===== src/rtl/regfile_2r1w.sv =====
// regfile_2r1w: 2**ADDR_W x DATA_W general-register file, one write port, two
// registered read ports. GR0 reads as zero and is never written.
//
// Ports:
//   Clk     rising-edge clock
//   Clr     synchronous active-high clear of all registers and outputs
//   LE      write enable; RW selects the register, PW is the data
//   RE      read request; RA/RB are sampled on this edge
//   PA, PB  registered read data (held while RE=0)
//   RVALID  high for the cycle after an accepted RE
//
// Build option: define REGFILE_BYPASS_EN to forward a same-cycle write to a
// matching read port. Without it, a same-cycle read returns the stored value.

module regfile_2r1w #(
    parameter int unsigned DATA_W = 32,
    parameter int unsigned ADDR_W = 5
) (
    input  logic              Clk,
    input  logic              Clr,
    input  logic              LE,
    input  logic [ADDR_W-1:0] RW,
    input  logic [DATA_W-1:0] PW,
    input  logic              RE,
    input  logic [ADDR_W-1:0] RA,
    input  logic [ADDR_W-1:0] RB,
    output logic [DATA_W-1:0] PA,
    output logic [DATA_W-1:0] PB,
    output logic              RVALID
);

    localparam int unsigned NumRegs = 2 ** ADDR_W;

    logic [DATA_W-1:0] mem_q [NumRegs];
    logic [DATA_W-1:0] pa_d, pa_q;
    logic [DATA_W-1:0] pb_d, pb_q;
    logic              rvalid_d, rvalid_q;
    logic              wr_en;

    // Writes to GR0 are dropped so its storage stays at the cleared value.
    assign wr_en = LE && (RW != '0);

    always_comb begin
        pa_d     = pa_q;
        pb_d     = pb_q;
        rvalid_d = RE;
        if (RE) begin
            pa_d = mem_q[RA];
            pb_d = mem_q[RB];
`ifdef REGFILE_BYPASS_EN
            if (wr_en && (RW == RA)) pa_d = PW;
            if (wr_en && (RW == RB)) pb_d = PW;
`endif
            // GR0 is forced to zero regardless of stored contents.
            if (RA == '0) pa_d = '0;
            if (RB == '0) pb_d = '0;
        end
    end

    always_ff @(posedge Clk) begin
        if (Clr) begin
            for (int i = 0; i < NumRegs; i++) begin
                mem_q[i] <= '0;
            end
            pa_q     <= '0;
            pb_q     <= '0;
            rvalid_q <= 1'b0;
        end else begin
            if (wr_en) mem_q[RW] <= PW;
            pa_q     <= pa_d;
            pb_q     <= pb_d;
            rvalid_q <= rvalid_d;
        end
    end

    assign PA     = pa_q;
    assign PB     = pb_q;
    assign RVALID = rvalid_q;

endmodule

===== config.mk =====
export PLATFORM = sky130hd
export DESIGN_NAME = regfile_2r1w
export DESIGN_NICKNAME = d
export VERILOG_FILES = /design/src/rtl/regfile_2r1w.sv
export SDC_FILE = /design/constraint.sdc
export NUM_CORES = 2
export LEC_CHECK = 0
export ABC_AREA = 1
export CAP_MARGIN = 25
export CELL_PAD_IN_SITES_DETAIL_PLACEMENT = 1
export CELL_PAD_IN_SITES_GLOBAL_PLACEMENT = 2
export CORE_AREA = 2 2 421 423
export DETAILED_ROUTE_END_ITERATION = 12
export DIE_AREA = 0 0 423 425
export PLACE_DENSITY_LB_ADDON = 0.05
export SLEW_MARGIN = 40
export SYNTH_ARGS = -nofsm -noshare
export SYNTH_HDL_FRONTEND = slang
export SYNTH_SLANG_ARGS = --single-unit

===== constraint.sdc =====
create_clock -name Clk -period 2.16 [get_ports Clk]
set_input_delay 0.324 -clock Clk [delete_from_list [all_inputs] [get_ports Clk]]
set_output_delay 0.324 -clock Clk [all_outputs]
set_load 0.005 [all_outputs]

Word level (Yosys, flattened, before mapping)

Memories as Yosys holds them, arrays and structs flattened.
Cells that the tools add are included.

Flip-flop bits (word level): 65
Output and inout bits: 65
Logic and storage cells: 19
RAM bits: 1024
Memories: 1

Memories:

| memory | words | bits a word | rd ports | clocked after Yosys merged registers in | wr ports | RTL line | source |
|---|---|---|---|---|---|---|---|
| mem_q  | 32    | 32          | 2        | 0                                       | 32       | 34       | `logic [DATA_W-1:0] mem_q [NumRegs];` |

Multiplexer cells: 10
Reduce and logical (&&, ||, !) cells: 5

Operators by type and width:

| operator            | number |
|---|---|
| 32-bit two-way mux  | 3 |
| 32-bit OR reduction | 1 |
| 5-bit zero test     | 2 |
| 1-bit two-way mux   | 6 |
| 5-bit two-way mux   | 1 |
| 5-bit nonzero test  | 1 |
| 1-bit logical AND   | 1 |

Logic depth before layout (Yosys ltp)

Depth in word-level cells: 7
Gate-level depth with buffers: 14
Depth with buffers taken out: 11

Worst setup path after synthesis

No wires, ideal clock.

Path type: input port to flip-flop
Start: input port RW[4]
End: memory mem_q[29][0] (enable)
Arrival time: 1874 ps
Stages: 9
Slack: -192 ps
Buffers on the path: 1
Data required time: 1682 ps
Setup time: 478 ps
Path through: nor3_1 -> nand2_1 -> nand3_1 -> inv_1 -> nand2_1 -> inv_1 -> nand2_1 -> buf_2 -> nand2_1

RTL lines:

| item               | RTL line | source |
|---|---|---|
| start: declaration | 22       | `input logic [ADDR_W-1:0] RW,` |
| end: declaration   | 34       |  |

==> results.md <==
- Clk slew on worst S/H paths: 0.06 ns
- Worst-margin pin slew: 0.8631 ns
- Min-Delay Path Depth: 3
- Ratio of cells with drive above 1 in the final layout: 10.30%
- Area contributors post-synth: edfxtp_1 52%, nand2_1 18%, nand3_1 8.8%
- Pins Over Slew Limit: 0
- Initial DRT Pass Iterations: 6
- Mapped Area: 59130 um^2
- CTS tree: built
- Post-synth EDFFs: 1024
- Clock Skew: 0.02955 ns
- # IOs: 116
- Synthesis warning total: 0
- Vias per std cell: 5.570
- Crit path DAT: 2.57 ns
- Top cell type's share of synthesized area: 52.00%
- Setup WS pre-CTS: -0.8995 ns
- CP Capture Type: flop
- Worst-path maximum fanout: 11
- Tot GR Track Use: 33.86%
- Clock buffer depth: 3
- Synth top cells by count: 2796 x nand2_1, 1362 x nor2_1, 1042 x nand3_1
- Die area: 179800 um^2
- Unique masters post-synth: 23
- Worst-skew pair later-pin latency: 0.81 ns
- Die width: 423 um
- Most common cell in the netlist: nand2_1
- Seq/Total Area, Yosys: 54.21%
- Final worst slack: 0.05919 ns
- N_diodes: 0
- DRT iter0 DRCs: 5830
- VDD IR max: 849.6 uV
- NumNets Final: 7784
- Antenna violations before repair: 3
- FF+latch count, synth: 1089
- Async SR Flop Fraction: 0%
- Clock sinks: 1089
- Port bufs: 115
- FMAX: 476.0 MHz
- Part of the cycle the worst path needs: 97.26%
- Crit start category: input port
- Routed Wire Length: 309700 um
- Worst EP required: 2.62 ns
- Setup TNS: 0 ns
- Total CTS buffers: 135
- Pin count of the biggest net entering global routing: 98
- Final hold vios: 0
- Antenna viol nets, final: 0
- DRC violations left: 0
- R2R cell count: 10
- Initial Utilization: 33.72%
- Final setup viols: 0
- DR vias: 56720
- HP Class: input port to flop
- Vias in the first global route: 56430
- Leak: 0.03041 uW
- Final GP Congestion: 0.8640
- WL/cell: 30.41 um
- Main synth FF type: edfxtp_1
- First-pass GRT wire length: 432900 um
- Root Driver: clkbuf_16
- Relative max-transition margin: 42.46%
- Setup CP Type: input port to flop
- Minimum clock period: 2.101 ns
- Syn Area/Cell: 7.818 um^2
- Die Y: 425 um
- Layout area overhead: 21.81%
- DP HPWL: 201000 um
- Core area: 175300 um^2
- Pwr dens: 787.9 nW/um^2
- CTS HTree Levels: 4
- Synth area leader: edfxtp_1
- Unrepaired setup endpoints after global routing: no
- Gr ovfl total: 0
- MaxCap Viol Count: 0
- Placement row count: 154
- Synth Instances: 7563
- Outcome: finished, final reports clean
==> cells by family (layout without fill, tap and decap cells) <==
logic type             Yosys count  count (layout)  synth area share (%)
other                            1              32              0.006342
DFF                           1089            1089                 54.21
and+or+nand+nor               5260            5260                 35.88
AOI/OAI and AO/OA              410             410                 3.470
buffers and inverters          803            1052                 6.435
==> per-stage QoR <==
stage               area, um^2  power, uW  cells  hold WS, ns  util [%]
global route             72020      58370  10180      0.06697     41.08
detailed placement       67540      33740   9931       0.4567     38.52
global placement         67530      33640   9931       0.4510     38.52
floorplan                59240      29190   7594       0.4618         -
CTS                      71940      56910  10180      0.02552     41.03
finish                   72020      56740  10180      0.03405     41.08
==> worst max-delay path: stages <==
cell and delay, ns:
clkdlybuf4s50_1 0.55, nor3_4 0.10, buf_4 0.15, nand2_1 0.06, nand3_1 0.07, inv_1 0.13
nand2_1 0.08, inv_1 0.35, nand2_2 0.20, nand2_2 0.21, buf_4 0.33
==> what timing repair did <==
action,in CTS,in global routing
endpoints found under the setup margin,64,100
gates resized for setup,1,3
setup buffers,0,5
hold buffers,0,0
pin swaps,0,0
==> final timing paths <==
check / start / endpoint / slack (ns)
max: RW[4] / mem_q[28][30]$_SDFFCE_PN0P_ / 0.06
min: Clr / RVALID$_SDFF_PP0_ / 0.03
max reg2reg: mem_q[17][2]$_SDFFCE_PN0P_ / PB[2]$_SDFFE_PP0P_ / 0.47
min reg2reg: PA[0]$_SDFFE_PP0P_ / PA[0]$_SDFFE_PP0P_ / 0.46
==> sequential cells by signal, indices dropped and copies added, names as in the netlist <==
register  count
RVALID        1
PB           32
PA           32
mem_q      1024
==> report_power, final <==
group / leakage [uW] / switching [uW] / internal [uW]
sequential: 0.0103 / 766 / 24300
combinational: 0.0180 / 5740 / 2660
clock: 0.00215 / 9790 / 13500
==> per-layer routing <==
metal  vias to the layer above  GRT usage, %  routed length [um]
met5                         -             0                   0
met4                         0         12.12               12010
met3                       511         4.777               21050
met2                      2151         55.51              143700
met1                     29090         45.62              133000
li1                      24970             -                   -
==> cells in the final DEF, fill, tap and decap left out, drive strengths merged, types with 54 or more instances in the layout <==
cell           count
a21oi            251
buf              533
clkbuf           175
clkdlybuf4s50    104
clkinv            54
dfxtp             65
edfxtp          1024
inv              168
nand2           2796
nand3           1042
nor2            1362
o21ai            159
==> area by class of cell <==
type	count	area (um^2)
clock buffer	175	3697
tap	2340	2928
multi-input combinational	5702	23590
inverter	168	696.9
fill	20710	103300
timing repair buffer	637	8366
clock inverter	72	694.4
sequential	1089	32050
(Power assumes the default switching activity.)
